## config.mk

```make
export PLATFORM = sky130hd
export DESIGN_NAME = dff_bank_arbiter
export DESIGN_NICKNAME = d
export VERILOG_FILES = /design/src/rtl/dff_bank_arbiter.sv
export SDC_FILE = /design/constraint.sdc
export NUM_CORES = 1
export LEC_CHECK = 0
export CORE_MARGIN = 2
export CORE_UTILIZATION = 46
export CTS_BUF_LIST = sky130_fd_sc_hd__clkbuf_2 sky130_fd_sc_hd__clkbuf_4 sky130_fd_sc_hd__clkbuf_8
export DETAILED_ROUTE_END_ITERATION = 10
export PLACE_DENSITY_LB_ADDON = 0.25
export SLEW_MARGIN = 15
export SYNTH_ARGS = -nofsm -noshare
export SYNTH_HDL_FRONTEND = slang
export SYNTH_SLANG_ARGS = --single-unit
```

## constraint.sdc

```tcl
create_clock -name Clock -period 3.2 [get_ports Clock]
set_input_delay 0.32 -clock Clock [delete_from_list [all_inputs] [get_ports Clock]]
set_output_delay 0.32 -clock Clock [all_outputs]
set_load 0.01 [all_outputs]
```

## src/rtl/dff_bank_arbiter.sv

```systemverilog
// Round-robin arbiter in front of a shared negative-edge register bank (Q/Qbar).
// The owner may lock the bank for up to MAX_HOLD back-to-back writes.
module dff_bank_arbiter #(
    parameter int unsigned WIDTH    = 8,
    parameter int unsigned NREQ     = 4,
    parameter int unsigned MAX_HOLD = 4
) (
    input  logic                     Clock,
    input  logic                     Resetn,
    input  logic [NREQ-1:0]          Req,
    input  logic [NREQ-1:0]          Lock,
    input  logic [NREQ*WIDTH-1:0]    Data,
    output logic [NREQ-1:0]          Grant,
    output logic                     Ack,
    output logic [$clog2(NREQ)-1:0]  Owner,
    output logic                     Busy,
    output logic [WIDTH-1:0]         Q,
    output logic [WIDTH-1:0]         Qbar
);

    localparam int unsigned IW = $clog2(NREQ);

    typedef enum logic [1:0] {StIdle, StGrant, StHold} state_e;

    state_e            state_q, state_d;
    logic [NREQ-1:0]   grant_q, grant_d;
    logic [IW-1:0]     owner_q, owner_d;
    logic [IW-1:0]     ptr_q, ptr_d;
    logic [3:0]        hold_q, hold_d;
    logic [WIDTH-1:0]  q_q, q_d;
    logic              ack_q, ack_d;

    logic              pick_found;
    logic [IW-1:0]     pick_idx;
    logic [IW-1:0]     cand;
    logic              owner_req;
    logic              owner_lock;
    logic [WIDTH-1:0]  owner_data;
    logic [IW-1:0]     owner_succ;
    logic [3:0]        hold_inc;

    // First requester at or above the pointer, wrapping modulo NREQ.
    always_comb begin
        pick_found = 1'b0;
        pick_idx   = ptr_q;
        cand       = ptr_q;
        for (int unsigned i = 0; i < NREQ; i++) begin
            cand = IW'((32'(ptr_q) + i) % NREQ);
            if (!pick_found && Req[cand]) begin
                pick_found = 1'b1;
                pick_idx   = cand;
            end
        end
    end

    always_comb begin
        owner_req  = Req[owner_q];
        owner_lock = Lock[owner_q];
        owner_data = Data[int'(owner_q)*WIDTH +: WIDTH];
        owner_succ = (32'(owner_q) == NREQ - 1) ? '0 : owner_q + 1'b1;
        hold_inc   = hold_q + 4'd1;
    end

    always_comb begin
        state_d = state_q;
        grant_d = grant_q;
        owner_d = owner_q;
        ptr_d   = ptr_q;
        hold_d  = hold_q;
        q_d     = q_q;
        ack_d   = 1'b0;
        unique case (state_q)
            StIdle: begin
                if (pick_found) begin
                    grant_d = {{(NREQ-1){1'b0}}, 1'b1} << pick_idx;
                    owner_d = pick_idx;
                    state_d = StGrant;
                end else begin
                    grant_d = '0;
                end
            end
            StGrant: begin
                if (owner_req) begin
                    q_d    = owner_data;
                    ack_d  = 1'b1;
                    ptr_d  = owner_succ;
                    hold_d = 4'd1;
                    if (owner_lock && (MAX_HOLD > 1)) begin
                        state_d = StHold;
                    end else begin
                        grant_d = '0;
                        state_d = StIdle;
                    end
                end else begin
                    // Requester withdrew before its write: abort, pointer untouched.
                    grant_d = '0;
                    state_d = StIdle;
                end
            end
            StHold: begin
                if (owner_req) begin
                    q_d   = owner_data;
                    ack_d = 1'b1;
                    ptr_d = owner_succ;
                    if (owner_lock) begin
                        hold_d = hold_inc;
                        if (hold_inc == 4'(MAX_HOLD)) begin
                            grant_d = '0;
                            state_d = StIdle;
                        end
                    end else begin
                        grant_d = '0;
                        state_d = StIdle;
                    end
                end else begin
                    grant_d = '0;
                    state_d = StIdle;
                end
            end
            default: begin
                grant_d = '0;
                state_d = StIdle;
            end
        endcase
    end

    always_ff @(negedge Clock or negedge Resetn) begin
        if (!Resetn) begin
            state_q <= StIdle;
            grant_q <= '0;
            owner_q <= '0;
            ptr_q   <= '0;
            hold_q  <= '0;
            q_q     <= '0;
            ack_q   <= 1'b0;
        end else begin
            state_q <= state_d;
            grant_q <= grant_d;
            owner_q <= owner_d;
            ptr_q   <= ptr_d;
            hold_q  <= hold_d;
            q_q     <= q_d;
            ack_q   <= ack_d;
        end
    end

    assign Grant = grant_q;
    assign Ack   = ack_q;
    assign Owner = owner_q;
    assign Busy  = (state_q != StIdle);
    assign Q     = q_q;
    assign Qbar  = ~q_q;

endmodule

```

Word-level counts from Yosys, hierarchy flattened:

Cells that the tools add are included.

* add/sub/neg operators: 5
* multipliers: 0
* divide/modulo/power cells: 0
* magnitude comparators: 5
* equal/unequal tests: 10
* shift-type cells: 2
* mux-type cells: 40
* bitwise logic cells: 1
* reductions and logical operators: 15

Operator list (number)
* $mux 4: 9
* $shiftx 32x6->8: 1
* $mux 2: 10
* $lt 2x3->1 const B: 5
* $bmux 1 s2: 6
* $mux 1: 12
* $pmux 4 s3: 1
* $ne 2x2->1 const B: 4
* $not 8->8: 1
* $pmux 4 s2: 1
* $reduce_and 2->1: 4
* $pmux 2 s3: 1
* $add 2x1->2 const B: 2
* $add 2x2->2 const B: 2
* $add 4x1->4 const B: 1
* $eq 2x2->1 const B: 2
* $eq 4x3->1 const B: 1
* $ne 4x4->1 const B: 1
* $reduce_and 4->1: 1
* $reduce_bool 2->1: 2
* $shl 1x2->4 const A: 1
* $logic_and 1x1->1: 3
* $logic_not 1->1: 3
* $ne 3x3->1 const B: 1
* 3 further kinds: 3

* flip-flop bits (word level): 23
* bits in latches: 0
* RAM bits: 0
* memory bits (read-only): 0
* input port bits: 42
* output and inout bits: 24
* word-level logic and storage cells: 85
* memories: 0

Longest topological paths before layout:

* depth in word-level cells: 15
* gate-level depth with buffers: 7
* depth with buffers taken out: 6

==> impl_metrics.toml <==
[grt]
grt_pass1_wl_mm = 5.906
grt_pass1_vias = 1347
grt_max_degree = 24
grt_overflow = 0
track_usage_pct = 22.01
antenna_found_initial = 0

[synth]
synth_top_flop_cell = "dfrtn_1"
synth_edf_count = 0
ys_ff_latch = 23
synth_top_area_cell = "dfrtn_1"
synth_top_area_share_pct = 40.17
avgSynthCellArea_um2 = 10.69
synth.most_common_cell = "dfrtn_1"
synth_top_cells_by_area = "dfrtn_1 40%, mux4_2 16%, nand2_1 5.8%"
synth_warnings = 0
synth_cells = 134
async_flop_share_pct = 100.0
synth_common_cells = "23 x dfrtn_1, 22 x nand2_1, 14 x inv_1"
ys_types = 35
synth_nets = 182
ys_seq_area_share_pct = 40.17
syn-cell-area_mm2 = 0.001433

[sta]
tightest_slew_ns = 0.4196
finalSetupViolCount = 0
setup_tns_ns = 0
clock_skew_ns = 0.007086
finalHoldViolations = 0
slew_headroom_pct = 72.02
slew_violations = 0
postLayoutSetupSlackWorst_ns = 0.02927

[clock_tree]
htreeDepth = 1
post_cts_buffers = 0
clk_pin_slew_worst_paths_ns = 0.09
tritoncts = "built"
clk_path_buf_depth = 2
insertion_delay_ns = 0.31
numCtsBuffers = 3
cts_root_buf = "clkbuf_4"
cts_sinks = 23

[drt]
drt_wl_total_mm = 3.853
vias_per_cell = 5.281
dr.pass1.iters = 6
drt-initial-drc-count = 28
num_vias = 1315
wire_per_inst_um = 15.47
drtAntennaViolNets = 0
remaining_drc_errors = 0

[power_and_ir_drop]
swShare_pct = 40.44
p_sw_uw = 742.5
pwr-share-seq_pct = 28.1
peakVddDrop_mv = 0.6229
p_leak_uw = 0.001086
p_int_uw = 1093
combPwrFrac_pct = 63.9
p_per_area_mw_per_mm2 = 809.8
clkPwrFrac_pct = 8.0

[floorplanning]
initial_core_util_pct = 47.71
rows = 20
die_area_mm2 = 0.003577
die_h_um = 59.81
die_w_um = 59.81
core_area_mm2 = 0.003003
pin_count = 66

[setup_path]
crit_buf_inv = 1
cp-end-kind = "flop"
crit_type = "in -> reg"
critPathLaunchType = "input port"
worstPathArrival_ns = 1.74
cp_cell_sequence = "clkdlybuf4s50_1 > mux4_2 > nand3_2 > a311oi_4 > nor2_1 > o22a_1"
path_max_fanout = 3
slowest_delay_ns = 0.46
cpLargestDelayFamily = "compound AO/OA/AOI/OAI gates"
required_ns = 1.77
crit_slowest_cell = "clkdlybuf4s50_1"

[placement]
io_buffers = 65
place_congestion = 0.7854
dp_slack_ns = -0.5013
dp_hpwl_mm = 2.965
post_dp_cell_area_mm2 = 0.002230

[job]
drv_cap = 0

[cells_and_area]
drive_above_1_share_pct = 20.83
final_area_mm2 = 0.002267
antenna-diode-count = 0
layout.nets = 265
synthToLayoutAreaGrowth_pct = 58.25

[min_path]
hold_class = "reg -> reg"

[status]
outcome = "finished, final reports clean"
==> state kept, by name, indices dropped and copies added (netlist names) <==
register / cells
Q: 8
Grant: 4
hold_q: 4
Owner: 2
ptr_q: 2
state_q: 2
Ack: 1
==> worst register-to-register path: cells and delay by family, from the launching register on <==
family                     cells  cell delay, ns
AOI/OAI and AO/OA              2            0.62
adders and majority gates      1            0.24
DFF                            1            0.42
muxes                          1            0.32
and+or+nand+nor                2            0.36
==> per-layer routing <==
metal  vias up  wire length, um  global-route usage [%]
li1        636                -                       -
met1       633             1458                   25.69
met2        41             2174                   41.15
met3         5              193                   4.113
met4         0               27                   5.079
met5         -                0                       0
==> power groups by stage <==
stage	Clock, uW	Sequential [uW]	Combinational (uW)
after detailed placement	0	520	1240
after global placement	0	512	1210
after floorplan	0	556	621
final	146	516	1170
after CTS	150	514	1190
after global routing	162	531	1290
==> area by class of cell <==
cell class	instances	area (um2)
multi-input combinational	93	805.8
inverter	15	56.30
clock buffer	4	30.03
timing repair buffer	81	758.2
fill	227	735.7
sequential	23	575.6
tap	33	41.29
==> layout by cell type (no fill, tap or decap), types with 2 or more instances in the layout <==
cell type	synthesis	layout
clkdlybuf4s50_1	0	37
dfrtn_1	23	23
nand2_1	22	21
dlygate4sd2_1	0	20
buf_4	0	16
inv_1	14	12
mux4_2	10	10
o21ai_0	10	9
nor2b_1	7	7
dlymetal6s2s_1	0	7
ha_1	6	5
o21ai_1	4	4
nor2_1	4	4
clkbuf_4	0	4
inv_2	1	3
mux2_4	3	3
nand2_2	1	2
xor2_1	2	2
nand2b_1	2	2
nand3b_1	2	2
o22a_1	2	2
==> stage by stage <==
step	cells	total power, uW	hold WS, ns	utilization (%)
floorplan	134	1177	0.4346	-
global placement	245	1722	0.4637	74.25
detailed placement	245	1765	0.4632	74.25
CTS	249	1852	0.4639	74.54
global route	249	1980	0.4840	75.50
finish	249	1836	0.4617	75.50
==> repair_timing <==
item,in CTS,in global routing
setup endpoints to repair,36,11
gates resized for setup,24,14
pin swaps,3,1
hold buffers,0,0
==> worst paths after layout <==
path,to,from,slack (ns),depth (start not counted)
worst max-delay path,state_q[0]$_DFFE_NN0P_,Lock[1],0.03,6
worst min-delay path,Grant[0]$_DFFE_NN0P_,Grant[0]$_DFFE_NN0P_,0.46,1
worst max register to register,Grant[3]$_DFFE_NN0P_,hold_q[0]$_DFFE_NN0P_,1.10,6
min in group asynchronous,Grant[0]$_DFFE_NN0P_,Resetn,1.84,2
worst min register to register,Grant[0]$_DFFE_NN0P_,Grant[0]$_DFFE_NN0P_,0.46,1
max in group asynchronous,Q[5]$_DFFE_NN0P_,Resetn,1.09,2
==> kinds of logic after synthesis <==
family          share of synthesized area (%)
xor+xnor                                1.223
fa+ha+maj                               5.240
compound gates                          12.23
mux                                     20.35
flops                                   40.17
simple gates                            15.81
buf+inv                                 4.978
Power figures use the tool's default switching activity.
